--- src/rtl/keypad_pkg.sv ---
// keypad_pkg: key-code constants shared by the scanner, this entry block and
// the downstream compare FSM, plus the entry FSM state encoding.
package keypad_pkg;

  // Key codes delivered by the scanner on digito
  localparam logic [4:0] KEY_BKSP    = 5'hE;
  localparam logic [4:0] KEY_CLR     = 5'hF;
  localparam logic [4:0] KEY_NONE    = 5'd16;
  localparam logic [4:0] KEY_INVALID = 5'd17;
  localparam logic [4:0] KEY_DIG_MAX = 5'd9;

  // Entry FSM state encoding
  localparam int         STATE_W  = 2;
  localparam logic [1:0] ST_IDLE  = 2'd0;
  localparam logic [1:0] ST_ENTRY = 2'd1;
  localparam logic [1:0] ST_FULL  = 2'd2;
  localparam logic [1:0] ST_DONE  = 2'd3;

  // True for the decimal digit keys 0-9
  function automatic logic is_digit(input logic [4:0] key);
    return key <= KEY_DIG_MAX;
  endfunction

endpackage

--- src/rtl/keypad_code_entry_if.sv ---
// keypad_code_entry_if: scanner-side inputs and lock-side outputs of the
// code entry block. master = scanner/lock environment, slave = entry block.
//
// Handshake: there is no backpressure. cambio_digito and enter_sync are
// edge-qualified (a rising edge is one event, holding high adds nothing).
// code_valid, overflow and timeout are single-cycle pulses; code/n_ent are
// meaningful as the finished entry only in the cycle code_valid is high.
interface keypad_code_entry_if #(
  parameter int N_DIGITS = 4
);
  localparam int CW = 4 * N_DIGITS;
  localparam int NW = $clog2(N_DIGITS + 1);

  logic [4:0]                     digito;
  logic                           cambio_digito;
  logic                           enter_sync;
  logic [CW-1:0]                  code;
  logic [NW-1:0]                  n_ent;
  logic                           code_valid;
  logic                           busy;
  logic                           overflow;
  logic                           timeout;
  logic [keypad_pkg::STATE_W-1:0] dbg_state;

  modport master (
    output digito, cambio_digito, enter_sync,
    input  code, n_ent, code_valid, busy, overflow, timeout, dbg_state
  );

  modport slave (
    input  digito, cambio_digito, enter_sync,
    output code, n_ent, code_valid, busy, overflow, timeout, dbg_state
  );

endinterface

--- src/rtl/keypad_code_entry_rise_detect.sv ---
// rise_detect: one-cycle pulse on a 0->1 transition of i_d. The previous
// sample resets to RESET_VAL so a level held high through reset release can
// be suppressed (RESET_VAL = 1).
module rise_detect #(
  parameter logic RESET_VAL = 1'b1
) (
  input  logic clk,
  input  logic rst,
  input  logic i_d,
  output logic o_rise
);

  logic r_prev;

  // Remember last cycle's sample
  always_ff @(posedge clk or posedge rst) begin
    if (rst) r_prev <= RESET_VAL;
    else     r_prev <= i_d;
  end

  assign o_rise = i_d & ~r_prev;

endmodule

--- src/rtl/keypad_code_entry.sv ---
// keypad_code_entry: assembles keypad digits into a BCD code word with
// backspace/clear editing and hands the finished code to the lock FSM for
// one cycle on enter.
// Optional feature macro: KEYPAD_CODE_ENTRY_TIMEOUT_EN (inactivity timeout).
module keypad_code_entry
  import keypad_pkg::*;
#(
  parameter int N_DIGITS      = 4,
  parameter int TIMEOUT_TICKS = 500
) (
  input  logic                 clk,
  input  logic                 rst,
  keypad_code_entry_if.slave   bus
);

  localparam int              CW    = 4 * N_DIGITS;
  localparam int              NW    = $clog2(N_DIGITS + 1);
  localparam logic [NW-1:0]   N_MAX = NW'(N_DIGITS);

  logic [STATE_W-1:0] r_state;
  logic [CW-1:0]      r_code;
  logic [NW-1:0]      r_n_ent;
  logic               r_overflow;

  logic w_key_ev;
  logic w_enter_ev;
  logic w_is_digit;
  logic w_is_bksp;
  logic w_is_clr;
  logic w_key_act;
  logic w_in_entry;
  logic w_tmo_hit;

  rise_detect #(.RESET_VAL(1'b1)) u_key_rise (
    .clk    (clk),
    .rst    (rst),
    .i_d    (bus.cambio_digito),
    .o_rise (w_key_ev)
  );

  rise_detect #(.RESET_VAL(1'b1)) u_enter_rise (
    .clk    (clk),
    .rst    (rst),
    .i_d    (bus.enter_sync),
    .o_rise (w_enter_ev)
  );

  assign w_is_digit = is_digit(bus.digito);
  assign w_is_bksp  = (bus.digito == KEY_BKSP);
  assign w_is_clr   = (bus.digito == KEY_CLR);
  // A key event that does something; enter in the same cycle discards it
  assign w_key_act  = w_key_ev & ~w_enter_ev & (w_is_digit | w_is_bksp | w_is_clr);
  assign w_in_entry = (r_state == ST_ENTRY) || (r_state == ST_FULL);

`ifdef KEYPAD_CODE_ENTRY_TIMEOUT_EN
  localparam int                TW       = (TIMEOUT_TICKS > 2) ? $clog2(TIMEOUT_TICKS) : 1;
  localparam logic [TW-1:0]     TMO_LAST = TW'(TIMEOUT_TICKS - 1);

  logic [TW-1:0] r_tmo_cnt;
  logic          r_timeout;

  assign w_tmo_hit = w_in_entry && (r_tmo_cnt == TMO_LAST);

  // Idle counter: runs only mid-entry, restarts on any real activity
  always_ff @(posedge clk or posedge rst) begin
    if (rst) begin
      r_tmo_cnt <= '0;
    end else if (!w_in_entry || w_enter_ev || w_key_act || w_tmo_hit) begin
      r_tmo_cnt <= '0;
    end else begin
      r_tmo_cnt <= r_tmo_cnt + TW'(1);
    end
  end

  // Timeout pulse coincides with the buffer being discarded
  always_ff @(posedge clk or posedge rst) begin
    if (rst) r_timeout <= 1'b0;
    else     r_timeout <= w_tmo_hit && !w_enter_ev && !w_key_act;
  end

  assign bus.timeout = r_timeout;
`else
  assign w_tmo_hit   = 1'b0;
  assign bus.timeout = 1'b0;
`endif

  // Entry FSM: buffer editing, overflow detection and hand-off on enter
  always_ff @(posedge clk or posedge rst) begin
    if (rst) begin
      r_state    <= ST_IDLE;
      r_code     <= '0;
      r_n_ent    <= '0;
      r_overflow <= 1'b0;
    end else begin
      r_overflow <= 1'b0;
      if (r_state == ST_DONE) begin
        // Finished code was presented for one cycle; start over
        r_state <= ST_IDLE;
        r_code  <= '0;
        r_n_ent <= '0;
      end else if (w_enter_ev && w_in_entry) begin
        r_state <= ST_DONE;
      end else if (w_key_act) begin
        if (w_is_digit) begin
          if (r_state == ST_FULL) begin
            r_overflow <= 1'b1;
          end else begin
            r_code  <= (r_code << 4) | CW'(bus.digito[3:0]);
            r_n_ent <= r_n_ent + NW'(1);
            r_state <= ((r_n_ent + NW'(1)) == N_MAX) ? ST_FULL : ST_ENTRY;
          end
        end else if (w_is_bksp) begin
          if (r_n_ent != '0) begin
            r_code  <= r_code >> 4;
            r_n_ent <= r_n_ent - NW'(1);
            r_state <= (r_n_ent == NW'(1)) ? ST_IDLE : ST_ENTRY;
          end
        end else begin
          r_code  <= '0;
          r_n_ent <= '0;
          r_state <= ST_IDLE;
        end
      end else if (w_tmo_hit) begin
        r_code  <= '0;
        r_n_ent <= '0;
        r_state <= ST_IDLE;
      end
    end
  end

  assign bus.code       = r_code;
  assign bus.n_ent      = r_n_ent;
  assign bus.code_valid = (r_state == ST_DONE);
  assign bus.busy       = (r_n_ent != '0) || (r_state == ST_DONE);
  assign bus.overflow   = r_overflow;
  assign bus.dbg_state  = r_state;

endmodule

--- src/flat_wrapper.sv ---
// flat-port wrapper written by rule: the top's interface ports become plain ports
module keypad_code_entry_flat import keypad_pkg::*;
#(
  parameter int N_DIGITS      = 4,
  parameter int TIMEOUT_TICKS = 500
)
  (clk, rst, bus_digito, bus_cambio_digito, bus_enter_sync, bus_code, bus_n_ent, bus_code_valid, bus_busy, bus_overflow, bus_timeout, bus_dbg_state);
  keypad_code_entry_if #(.N_DIGITS(N_DIGITS)) bus_i ();
  input  logic clk;
  input  logic rst;
  input wire logic [$bits(bus_i.digito)-1:0] bus_digito;
  input wire logic [$bits(bus_i.cambio_digito)-1:0] bus_cambio_digito;
  input wire logic [$bits(bus_i.enter_sync)-1:0] bus_enter_sync;
  output wire logic [$bits(bus_i.code)-1:0] bus_code;
  output wire logic [$bits(bus_i.n_ent)-1:0] bus_n_ent;
  output wire logic [$bits(bus_i.code_valid)-1:0] bus_code_valid;
  output wire logic [$bits(bus_i.busy)-1:0] bus_busy;
  output wire logic [$bits(bus_i.overflow)-1:0] bus_overflow;
  output wire logic [$bits(bus_i.timeout)-1:0] bus_timeout;
  output wire logic [$bits(bus_i.dbg_state)-1:0] bus_dbg_state;
  assign bus_i.digito = bus_digito;
  assign bus_i.cambio_digito = bus_cambio_digito;
  assign bus_i.enter_sync = bus_enter_sync;
  assign bus_code = bus_i.code;
  assign bus_n_ent = bus_i.n_ent;
  assign bus_code_valid = bus_i.code_valid;
  assign bus_busy = bus_i.busy;
  assign bus_overflow = bus_i.overflow;
  assign bus_timeout = bus_i.timeout;
  assign bus_dbg_state = bus_i.dbg_state;
  keypad_code_entry #(.N_DIGITS(N_DIGITS), .TIMEOUT_TICKS(TIMEOUT_TICKS)) u_core (.clk(clk), .rst(rst), .bus(bus_i));
endmodule
--- config.mk ---
export PLATFORM = sky130hd
export DESIGN_NAME = keypad_code_entry_flat
export DESIGN_NICKNAME = d
export VERILOG_FILES = /design/src/rtl/keypad_pkg.sv /design/src/rtl/keypad_code_entry_if.sv /design/src/rtl/keypad_code_entry_rise_detect.sv /design/src/rtl/keypad_code_entry.sv /design/src/flat_wrapper.sv
export SDC_FILE = /design/constraint.sdc
export NUM_CORES = 1
export LEC_CHECK = 0
export CORE_ASPECT_RATIO = 1.2
export CORE_MARGIN = 2
export CORE_UTILIZATION = 40
export DETAILED_ROUTE_END_ITERATION = 6
export PLACE_DENSITY_LB_ADDON = 0.15
export SYNTH_ARGS = -nofsm -noshare
export SYNTH_HDL_FRONTEND = slang
export SYNTH_SLANG_ARGS = --single-unit
--- constraint.sdc ---
create_clock -name clk -period 2.4 [get_ports clk]
set_clock_uncertainty 0.05 [all_clocks]
set_input_delay 0.48 -clock clk [delete_from_list [all_inputs] [get_ports clk]]
set_output_delay 0.48 -clock clk [all_outputs]
set_load 0.02 [all_outputs]
* After elaboration in Yosys (flattened, before gate mapping) *
Cells that the tools add are included.

word-level totals
  bits in registers = 24
  input port bits = 9
  output and inout bits = 25
  logic and storage cells = 67

operators by class
  add/subtract/negate cells = 2
  order comparisons = 1
  eq/ne operators = 12
  multiplexer cells = 28
  bitwise operators = 10
  reductions and logical operators = 8

operators by type and width
  operator               count
  $mux W16               7
  $mux W3                7
  $mux W2                8
  $or A16 B4 Y16         1
  $eq A5 B4 Y1 const B   2
  $mux W1                6
  $reduce_bool A3 Y1     2
  $le A5 B4 Y1 const B   1
  $ne A5 B4 Y1 const B   1
  $and A1 B1 Y1          4
  $eq A2 B2 Y1 const B   2
  $ne A4 B3 Y1 const B   1
  $ne A4 B4 Y1 const B   1
  $reduce_and A4 Y1      1
  $add A3 B1 Y3 const B  1
  $eq A3 B1 Y1 const B   1
  $eq A3 B3 Y1 const B   1
  $ne A3 B3 Y1 const B   1
  $not A1 Y1             3
  $reduce_and A3 Y1      1
  $sub A3 B1 Y3 const B  1
  $eq A2 B1 Y1 const B   1
  $logic_or A1 B1 Y1     2
  $ne A2 B2 Y1 const B   1
  other kinds (3)        4

* Depth between registers and ports, before layout *
  depth in word-level cells = 8
  depth in mapped cells = 9
  depth with buffers taken out = 7

* Modules after synthesis *
Synthesis repeated with hierarchy kept, for this count alone.

second synthesis, totals
  cell total of the unflattened synthesis = 134
  area total of the unflattened synthesis = 1372.6 um2

by module, submodules not included
  module             instances  cells an instance  area an instance (um2)  sequential area each (um2)
  keypad_code_entry  1          128                1285.0                  550.5
  rise_detect        2          3                  43.8                    26.3

* Worst setup path after synthesis *
Ideal clock, no wire load.

  path kind = register -> register
  from = register u_core.r_state[1] (netlist: u_core.bus.dbg_state[1])
  to = register u_core.r_n_ent[2] (netlist: u_core.bus.n_ent[2])
  library setup time = 121 ps
  arrival time = 1838 ps
  data required time = 2229 ps
  path slack = 391 ps
  cell stages (with the launch flop) = 9
  path buffers = 2
  period minus slack after synthesis = 2009 ps
  path through = dfrtp_1 ha_1 clkbuf_2 nor2_1 and2_1 clkbuf_1 a22oi_1 nor2_1 o22a_1

on the way
  elaborated cells between the ends (all ways) = 11
  those cells by class = 6 x eq/ne; 1 x mux; 4 x reduce/logical

RTL lines
  what                                                         RTL line                  RTL
  start, declared                                              keypad_code_entry.sv:20   logic [STATE_W-1:0] r_state;
  start signal, assigned                                       keypad_code_entry.sv:110  r_state <= ((r_n_ent + NW'(1)) == N_MAX) ? ST_FULL : ST_ENTRY;
  start signal, assigned                                       keypad_code_entry.sv:116  r_state <= (r_n_ent == NW'(1)) ? ST_IDLE : ST_ENTRY;
  $eq A2 B2 Y1 *                                               -
  named net bus_code_valid                                     flat_wrapper.sv:16        output wire logic [$bits(bus_i.code_valid)-1:0] bus_code_valid;
  $ne A4 B3 Y1 (no source line), or another cell as far along  -
  $reduce_and A4 Y1 (no source line)                           -
  end signal, assigned                                         keypad_code_entry.sv:109  r_n_ent <= r_n_ent + NW'(1);
  end signal, assigned                                         keypad_code_entry.sv:115  r_n_ent <= r_n_ent - NW'(1);
  end, declared                                                keypad_code_entry.sv:22   logic [NW-1:0] r_n_ent;

Mark *: on every way through the listed nets, which the timed path passes. The rest lies on a longest branch.
A chain may end at the register's enable or synchronous reset.

* Worst setup path in the final report *
  from = register u_core.r_state[1] (netlist: u_core.bus.dbg_state[1])
  to = output port bus_code_valid

on the way
  longest elaborated chain between the ends = 1

RTL lines
  what           RTL line                  RTL
  $eq A2 B2 Y1   keypad_code_entry.sv:133  assign bus.code_valid = (r_state == ST_DONE);
  end, declared  flat_wrapper.sv:16

No other way between the ends.

==> results.py <==
metrics = {
    "place": {
        "dp.cells": 209,
        "port-buffer-count": 32,
        "dp_hpwl_mm": 2.172,
        "gp_congestion": 0.7618,
        "dpl-instance-area_mm2": 0.001733,
    },
    "min_path": {
        "hold_class": "reg -> reg",
        "holdPathStages": 2,
    },
    "timing": {
        "hold_viol_final": 0,
        "finalCriticalPeriod_ns": 2.083,
        "hold_ws_ns": 0.4699,
        "fin_crit_sh_pct": 86.79,
        "setup-violations-final": 0,
        "finalMaxSlewViolations": 0,
        "rsz0062_at_grt": "false",
        "fin_tns_setup_ns": 0,
        "max_freq_ghz": 0.4801,
    },
    "synth": {
        "ys_ff_latch": 24,
        "syn_area_per_cell_um2": 9.672,
        "synth_top_area_share_pct": 40.37,
        "synthTopCellsByCount": "nand2_1 (28), dfrtp_1 (22), a22oi_1 (12)",
        "ys_types": 38,
        "synth-edff-count": 0,
        "ys_async_sr_fraction_pct": 100.0,
        "ys.warnings.count": 0,
        "synthCells": 141,
        "yosysSeqAreaShare_pct": 44.22,
        "synth_nets": 158,
        "ys.flop_type": "dfrtp_1",
        "synth_most_common_cell": "nand2_1",
        "yosys.area.top_type": "dfrtp_1",
        "syn_area_mm2": 0.001364,
        "netlist_top_cells_area": "dfrtp_1 (40%), nand2_1 (7.7%), ha_1 (7.3%)",
    },
    "worst_setup_path": {
        "required_ns": 1.87,
        "slowest_stage": "clkdlybuf4s50_1",
        "reg2regPathDepth": 7,
        "worst-setup-path-type": "reg -> out",
        "start_kind": "flip-flop",
        "cpPeakStageDelay_ns": 0.62,
        "crit_family": "buffers and inverters",
        "arrival_ns": 1.55,
        "critical_path_buf_inv_count": 1,
        "crit_path_end_kind": "output port",
        "path_depth": 2,
        "path_cells": "ha_1 -> clkdlybuf4s50_1",
        "critPathMaxFanout": 6,
    },
    "global_routing": {
        "grt_overflow": 0,
        "grt_max_degree": 25,
        "antenna_found_initial": 0,
        "track_usage_pct": 15.73,
        "grt_pass1_wl_mm": 4.767,
        "first_global_vias": 1088,
    },
    "run_status": {
        "outcome": "finished, final reports clean",
    },
    "floorplan": {
        "initial_core_util_pct": 41.21,
        "pin_count": 34,
        "die_area_mm2": 0.003895,
        "num_rows": 23,
        "coreArea_mm2": 0.003309,
        "dieHeight_um": 67.97,
        "die_width_um": 57.31,
    },
    "detailed_routing": {
        "postRouteAntennaNets": 0,
        "firstDrtPassIters": 4,
        "routed-via-count": 1093,
        "via_per_inst": 5.131,
        "drt-wirelength-per-cell_um": 13.43,
        "wirelength_mm": 2.860,
        "drt_iter0_drc": 32,
        "drc_errors": 0,
    },
    "final_layout": {
        "fin_area_mm2": 0.001810,
        "drive_gt1_share_pct": 13.64,
        "area.growth.synth_to_final_pct": 32.75,
        "final_nets": 194,
        "diodes": 0,
        "finalNonFillerCells": 213,
    },
    "clock_tree": {
        "cts_tree": "yes",
        "cts.sinks": 24,
        "cts_root_buffer": "clkbuf_8",
        "clkTransAtPathRegs_ns": 0.09,
        "cts_htree_levels": 1,
        "cts_buffer_depth": 2,
        "cts_buffers": 3,
        "clk_latency_ns": 0.26,
    },
    "pwr": {
        "vdd_ir_drop_max_v": 0.0006582,
        "leakage_nw": 0.7616,
        "powerDensity_mw_per_mm2": 1006,
    },
    "job": {
        "drv_cap": 0,
    },
}
flip-flops by register name (all words and copies together) (netlist names):
name                        cells
u_core.u_enter_rise.r_prev      1
u_core.u_key_rise.r_prev        1
u_core.bus.code                16
u_core.bus.overflow             1
u_core.bus.n_ent                3
u_core.bus.dbg_state            2
per-stage QoR:
stage | worst slack (ns) | total power, W | util, %
after global placement | 0.1608 | 0.001461 | 52.36
final | 0.3169 | 0.001822 | 54.71
after detailed placement | 0.09945 | 0.001479 | 52.36
after floorplan | 0.3913 | 0.001134 | -
after global routing | 0.1964 | 0.001951 | 54.71
after CTS | 0.02286 | 0.001848 | 54.63
metal layers:
layer / routed length (um) / vias up / GRT usage, %
li1: - / 556 / -
met1: 1266 / 505 / 19.39
met2: 1456 / 28 / 27.59
met3: 102 / 4 / 2.836
met4: 35 / 0 / 5.814
met5: 0 / - / 0
cells by family (layout without fill, tap and decap cells):
logic type,Yosys count,count (layout),synth area share [%]
muxes,1,1,0.7340
buffers and inverters,14,49,6.788
DFF,24,24,44.22
and+or+nand+nor,47,47,17.06
adders and majority gates,8,8,7.340
other,1,1,0.2750
AOI/OAI and AO/OA,44,44,22.29
xor gates and xnor gates,2,2,1.285
layout make-up:
cell class,instances,area [um^2]
multi-input combinational,103,670.6
sequential,24,604.3
fill,311,1499
timing repair buffer,41,402.9
inverter,4,15.01
clock buffer,3,41.29
clock inverter,1,30.03
tap,37,46.29
path summary, 6_finish.rpt:
path / slack, ns / start / end
worst min-delay path: 0.47 / u_core.bus.code[0] / u_core.bus.code[0]
worst min register to register: 0.47 / u_core.bus.code[0] / u_core.bus.code[0]
max in group asynchronous: 1.51 / rst / u_core.u_key_rise.r_prev
worst max-delay path: 0.32 / u_core.bus.dbg_state[1] / bus_code_valid
min in group asynchronous: 0.51 / rst / u_core.bus.code[9]
worst max register to register: 0.40 / u_core.bus.dbg_state[1] / u_core.bus.code[5]
report_power, final:
group,internal [W],switching (W)
logic,0.000394,0.000461
clock network,0.000223,0.000128
registers,0.000505,0.000111
cell usage in the layout (no fill, tap or decap), drive strengths merged, types with 3 or more instances in the layout:
| cell type | count |
|---|---|
| and2 | 3 |
| clkdlybuf4s50 | 31 |
| dfrtp | 22 |
| o21ai | 23 |
| inv | 4 |
| a22oi | 12 |
| nand2b | 4 |
| nor2 | 4 |
| ha | 8 |
| nand2 | 28 |
| clkbuf | 3 |
| buf | 9 |
| nor2b | 3 |
worst register-to-register path, cell delays in order, from the launching register on:
cell     delay (ns)
dfrtp_1        0.45
ha_1           0.24
buf_4          0.17
nor3b_2        0.24
and2_1         0.27
buf_4          0.22
a22oi_1        0.10
o21ai_0        0.18
repair_timing:
item | CTS | global route
pin swaps | 0 | 0
cloned | 0 | 0
hold buffers | 0 | 0
buffers inserted | 0 | 0
gates resized for setup | 2 | 1
endpoints found under the setup margin | 1 | 1
No activity file was read; power rests on OpenSTA's default activity.
